**src/rtl/gate_seq_pkg.sv**
```systemverilog
// Shared types and constants for the gate-array operand sequencer.
package gate_seq_pkg;

  localparam int unsigned PHASE_W = 2;

  typedef enum logic [1:0] {
    ST_MANUAL    = 2'd0,
    ST_AUTO_RUN  = 2'd1,
    ST_AUTO_HOLD = 2'd2
  } state_t;

  // {a,b} per phase, entry 0 in the low bits: 00,01,11,10
  localparam logic [7:0] GRAY_TABLE = 8'b10_11_01_00;

  function automatic logic [1:0] gray_decode(input logic [PHASE_W-1:0] ph);
    return GRAY_TABLE[{ph, 1'b0} +: 2];
  endfunction

endpackage

```
**src/rtl/btn_debounce.sv**
```systemverilog
// Push-button synchronizer + counting debouncer; emits a one-cycle pulse on an
// accepted press (0->1 of the debounced level), nothing on release.
module btn_debounce #(
  parameter int unsigned DEB_CYCLES = 1_000_000
) (
  input  logic clk,
  input  logic rst_n,
  input  logic raw,
  output logic level,
  output logic press_pulse
);

  localparam int unsigned CNT_W = $clog2(DEB_CYCLES + 1);
  localparam logic [CNT_W-1:0] CNT_LAST = CNT_W'(DEB_CYCLES - 1);

  logic             r_s1;
  logic             r_s2;
  logic             r_level;
  logic             r_pulse;
  logic [CNT_W-1:0] r_cnt;

  always_ff @(posedge clk or negedge rst_n) begin
    if (!rst_n) begin
      r_s1    <= 1'b0;
      r_s2    <= 1'b0;
      r_level <= 1'b0;
      r_pulse <= 1'b0;
      r_cnt   <= '0;
    end else begin
      r_s1    <= raw;
      r_s2    <= r_s1;
      r_pulse <= 1'b0;
      // any sample agreeing with the accepted level restarts the run
      if (r_s2 != r_level) begin
        if (r_cnt == CNT_LAST) begin
          r_level <= r_s2;
          r_pulse <= r_s2;
          r_cnt   <= '0;
        end else begin
          r_cnt <= r_cnt + 1'b1;
        end
      end else begin
        r_cnt <= '0;
      end
    end
  end

  assign level       = r_level;
  assign press_pulse = r_pulse;

endmodule

```
**src/rtl/gate_sequencer.sv**
```systemverilog
// Operand sequencer for the two-input gate array: MANUAL follows switches,
// AUTO steps through all operand pairs. Define GATE_SEQ_GRAY_EN for Gray order.
module gate_sequencer
  import gate_seq_pkg::*;
#(
  parameter int unsigned TICK_DIV   = 50_000_000,
  parameter int unsigned DEB_CYCLES = 1_000_000
) (
  input  logic              clk,
  input  logic              rst_n,
  input  logic [1:0]        sw,
  input  logic              mode_sw,
  input  logic              step_btn,
  output logic              a,
  output logic              b,
  output logic [PHASE_W-1:0] phase,
  output logic              auto_active
);

  localparam int unsigned PRE_W = $clog2(TICK_DIV);
  localparam logic [PRE_W-1:0] PRE_LAST = PRE_W'(TICK_DIV - 1);

  logic [1:0]         r_sw_s1;
  logic [1:0]         r_sw_s2;
  logic               r_mode_s1;
  logic               r_mode_s2;
  logic [1:0]         r_man_ab;
  state_t             r_state;
  logic [PHASE_W-1:0] r_phase;
  logic [PRE_W-1:0]   r_presc;
  logic               r_auto_active;

  state_t             w_state_nxt;
  logic [PHASE_W-1:0] w_phase_nxt;
  logic [PRE_W-1:0]   w_presc_nxt;
  logic               w_tick;
  logic               w_press;
  logic               w_unused_btn_level;
  logic [1:0]         w_ab;

  btn_debounce #(
    .DEB_CYCLES(DEB_CYCLES)
  ) u_btn_debounce (
    .clk        (clk),
    .rst_n      (rst_n),
    .raw        (step_btn),
    .level      (w_unused_btn_level),
    .press_pulse(w_press)
  );

  assign w_tick = (r_state == ST_AUTO_RUN) && (r_presc == PRE_LAST);

  always_comb begin
    w_state_nxt = r_state;
    case (r_state)
      ST_MANUAL:    if (r_mode_s2) w_state_nxt = ST_AUTO_RUN;
      ST_AUTO_RUN:  if (!r_mode_s2) w_state_nxt = ST_MANUAL;
                    else if (w_press) w_state_nxt = ST_AUTO_HOLD;
      ST_AUTO_HOLD: if (!r_mode_s2) w_state_nxt = ST_MANUAL;
                    else if (w_press) w_state_nxt = ST_AUTO_RUN;
      default:      w_state_nxt = ST_MANUAL;
    endcase
  end

  // Clearing on both leaving and sitting in MANUAL gives AUTO_RUN entry a fresh
  // phase/prescaler; a tick still advances phase when a press moves RUN->HOLD.
  always_comb begin
    w_phase_nxt = r_phase;
    w_presc_nxt = r_presc;
    if ((r_state == ST_MANUAL) || (w_state_nxt == ST_MANUAL)) begin
      w_phase_nxt = '0;
      w_presc_nxt = '0;
    end else if (r_state == ST_AUTO_RUN) begin
      if (w_tick) begin
        w_presc_nxt = '0;
        w_phase_nxt = r_phase + 1'b1;
      end else begin
        w_presc_nxt = r_presc + 1'b1;
      end
    end
  end

  always_ff @(posedge clk or negedge rst_n) begin
    if (!rst_n) begin
      r_sw_s1       <= '0;
      r_sw_s2       <= '0;
      r_mode_s1     <= 1'b0;
      r_mode_s2     <= 1'b0;
      r_man_ab      <= '0;
      r_state       <= ST_MANUAL;
      r_phase       <= '0;
      r_presc       <= '0;
      r_auto_active <= 1'b0;
    end else begin
      r_sw_s1       <= sw;
      r_sw_s2       <= r_sw_s1;
      r_mode_s1     <= mode_sw;
      r_mode_s2     <= r_mode_s1;
      r_man_ab      <= r_sw_s2;
      r_state       <= w_state_nxt;
      r_phase       <= w_phase_nxt;
      r_presc       <= w_presc_nxt;
      r_auto_active <= (w_state_nxt == ST_AUTO_RUN);
    end
  end

  always_comb begin
    w_ab = r_man_ab;
    if (r_state != ST_MANUAL) begin
`ifdef GATE_SEQ_GRAY_EN
      w_ab = gray_decode(r_phase);
`else
      w_ab = r_phase;
`endif
    end
  end

  assign a           = w_ab[1];
  assign b           = w_ab[0];
  assign phase       = r_phase;
  assign auto_active = r_auto_active;

endmodule
```
**config.mk**
```make
export PLATFORM = sky130hd
export DESIGN_NAME = gate_sequencer
export DESIGN_NICKNAME = d
export VERILOG_FILES = /design/src/rtl/gate_seq_pkg.sv /design/src/rtl/btn_debounce.sv /design/src/rtl/gate_sequencer.sv
export SDC_FILE = /design/constraint.sdc
export NUM_CORES = 1
export LEC_CHECK = 0
export CORE_MARGIN = 2
export CORE_UTILIZATION = 60
export CTS_BUF_LIST = sky130_fd_sc_hd__clkbuf_8
export DETAILED_ROUTE_END_ITERATION = 10
export GPL_TIMING_DRIVEN = 1
export PLACE_DENSITY = 0.79
export SYNTH_ARGS = -nofsm -noshare
export SYNTH_HDL_FRONTEND = slang
export SYNTH_SLANG_ARGS = --single-unit
```
**constraint.sdc**
```tcl
create_clock -name clk -period 2.3 [get_ports clk]
set_input_delay 0.46 -clock clk [delete_from_list [all_inputs] [get_ports clk]]
set_output_delay 0.46 -clock clk [all_outputs]
set_load 0.03 [all_outputs]
```
==> impl_metrics.toml <==
[route]
wl_per_cell_um = 15.09
drc = 0
via_count = 2222
firstDrtPassIters = 4
routed_wirelength_um = 5853
antenna_left = 0
drt-vias-per-instance = 5.727
initialDrtViolationCount = 233

[yosys]
ys_seq_area_share_pct = 52.90
synthCells = 293
synth_warnings = 0
synth_edf_count = 0
netlist_area_sq_mm = 0.002980
synth_flop_cell = "dfrtp_1"
syn_area_per_cell_sq_um = 10.17
synth_nets = 301
synth-async-reset-ratio_pct = 100.0
ys_ff_latch = 63
synth_cell_types = 42

[power_and_ir_drop]
seqPwrFrac_pct = 46.8
power_density_mw_per_mm2 = 702.4
peakVddDrop_uv = 421.5
p_leak_nw = 1.479
switching_share_pct = 21.35
clockPowerShare_pct = 49.8
pwr-share-comb_pct = 3.4
power.switching_mw = 0.5177
p_int_mw = 1.907

[clock_tree]
cts_max_level = 3
numClockSinks = 63
clk_pin_slew_ns = 0.07
hold_buffers = 0
clockBufferDepth = 2
numCtsBuffers = 9
tritoncts = "done"
cts_root_buf = "clkbuf_8"
clkLatencyLatePin_ns = 0.34

[sta]
fmax_ghz = 0.4649
hold_viol = 0
post-route-period-util_pct = 93.51
setup_tns_ns = 0
skew_ns = 0.009731
maxSlewViolCount = 0
tightest_slew_ns = 0.5870
setup_viol = 0
relSlewSlack_pct = 60.51
fin_crit_ns = 2.151
rsz0062_at_grt = "no"

[outcome]
status = "complete, no violations"

[layout]
fillers = 328
syn2layout_area_growth_pct = 15.83
final_nets = 324
final_common_cell = "dfrtp_1"
final_cell_mix = "63 x dfrtp_1, 52 x nor2_1, 28 x xor2_1, 24 x nand2_1, 19 x nand3_1"
drive_above_1_share_pct = 11.53
multi_input_area_sq_mm = 0.001361
seqCellArea_sq_mm = 0.001577
fin_area_sq_mm = 0.003452
diodes = 0

[critical_path]
cp_data_arrival_time_ns = 2.35
r2r_start = "r_presc[7]$_DFFE_PN0P_"
startpoint_type = "flop"
ff2ff_path_depth = 5
r2r_end = "r_presc[10]$_DFFE_PN0P_"
rrSetupSlack_ns = 0.15
path_class = "flop to flop"
critPathCaptureType = "flop"
worstPathRequired_ns = 2.50
cp_max_fo = 19

[die]
die_area_sq_mm = 0.005547
fp-row-count = 25
die_w_um = 74.48
fp.dieH_um = 74.48
initial_utilization_pct = 62.68
core_sq_mm = 0.004755
pin_count = 11

[placed_design]
hpwl_um = 3746
routabilityCongestion = 0.8812
io_buffers = 10
placed_cell_area_sq_mm = 0.003201

[grt]
grt_pass1_wl_um = 10250
grt_overflow_total = 0
grt_use_total_pct = 24.79
grt_pass1_vias = 2176
grt_max_degree = 64
antenna_found_initial = 0

[worst_hold_path]
min_path_type = "input pin to async pin"

[job]
max_cap_violations = 0
sequential cells by signal (all words and copies together), names as in the netlist, 2 cells and up:
name / count
phase: 2
r_man_ab: 2
r_presc: 26
r_state: 2
r_sw_s1: 2
r_sw_s2: 2
u_btn_debounce.r_cnt: 20
repair_timing:
| item | in CTS | in global routing |
|---|---|---|
| buffers inserted | 0 | 0 |
| endpoints found under the setup margin | 2 | 0 |
| resized for setup | 2 | 0 |
critical path: stages, from the launching register on:
cell and delay (ns):
dfrtp_1 0.45, or4b_1 0.56, nor4_1 0.36, nand3_1 0.19, nand2_2 0.35, nor2_1 0.11
power by group through the flow:
stage	sequential [mW]	combinational (mW)	clock (mW)
final	1.14	0.0815	1.21
after global routing	1.14	0.0934	1.28
after floorplan	1.16	0.0373	0
after detailed placement	1.16	0.0839	0
after CTS	1.13	0.0836	1.23
after global placement	1.16	0.0828	0
synthesized netlist by cell type (3+ instances only):
master    number  share of area (%)
nor4_1         7                1.5
and4_1         3               0.88
nand4_1       11                2.3
xor2_1        28                8.2
o21ai_0        4               0.67
dfrtp_1       63                 53
clkbuf_1       3               0.38
and3_1         7                1.5
nand3_1       19                3.2
inv_1          3               0.38
nor2_1        52                6.5
and2_1         5                1.0
nand2_1       24                3.0
xnor2_1       13                3.8
mux2_2         3                1.1
nor3_1         7                1.2
mux2i_1        3                1.0
a21oi_1        6                1.0
cells by family (layout without fill, tap and decap cells):
kind of cell | count (synthesis) | in the layout | share of synthesized area, %
buf+inv | 9 | 37 | 1.427
fa+ha+maj | 2 | 2 | 0.8395
compound gates | 12 | 12 | 2.099
flops | 63 | 63 | 52.90
simple gates | 160 | 160 | 28.55
mux | 6 | 6 | 2.141
xor+xnor | 41 | 41 | 12.05
cell type report:
type	count	share of cell area [%]
multi-input cells	221	39.43
clock inverters	6	3.371
inverters	3	0.3262
repair buffers	18	4.784
well taps	67	2.428
clock buffers	10	3.987
flip-flops and latches	63	45.67
through the flow:
stage	cells	util, %	hold WS [ns]	power, mW	worst slack, ns
2_1_floorplan	293	-	0.1644	1.193	0.4079
3_3_place_gp	372	67.32	0.3320	1.238	0.3061
3_5_place_dp	372	67.32	0.3347	1.240	0.2746
4_1_cts	388	72.61	0.1289	2.444	0.1397
5_1_grt	388	72.61	0.1326	2.507	0.06006
6_report	388	72.61	0.1125	2.425	0.1492
routing by layer:
metal / GRT usage, % / vias to the layer above / routed length (um)
met5: 0 / - / 0
met4: 10.91 / 0 / 117
met3: 6.233 / 12 / 285
met2: 38.84 / 64 / 2814
met1: 32.92 / 1092 / 2636
li1: - / 1054 / -
how the worst max path moves through the flow:
stage / from / end / slack [ns] / cells after the start
final: r_presc[7]$_DFFE_PN0P_ / r_presc[10]$_DFFE_PN0P_ / 0.15 / 5
after CTS: r_state[1]$_DFF_PN0_ / b / 0.14 / 3
after global routing: r_state[0]$_DFF_PN0_ / r_presc[16]$_DFFE_PN0P_ / 0.06 / 4
after global placement: r_state[1]$_DFF_PN0_ / b / 0.31 / 3
after floorplan: r_presc[7]$_DFFE_PN0P_ / r_presc[16]$_DFFE_PN0P_ / 0.41 / 6
after detailed placement: r_state[1]$_DFF_PN0_ / r_presc[10]$_DFFE_PN0P_ / 0.27 / 4
(Power assumes the default switching activity.)
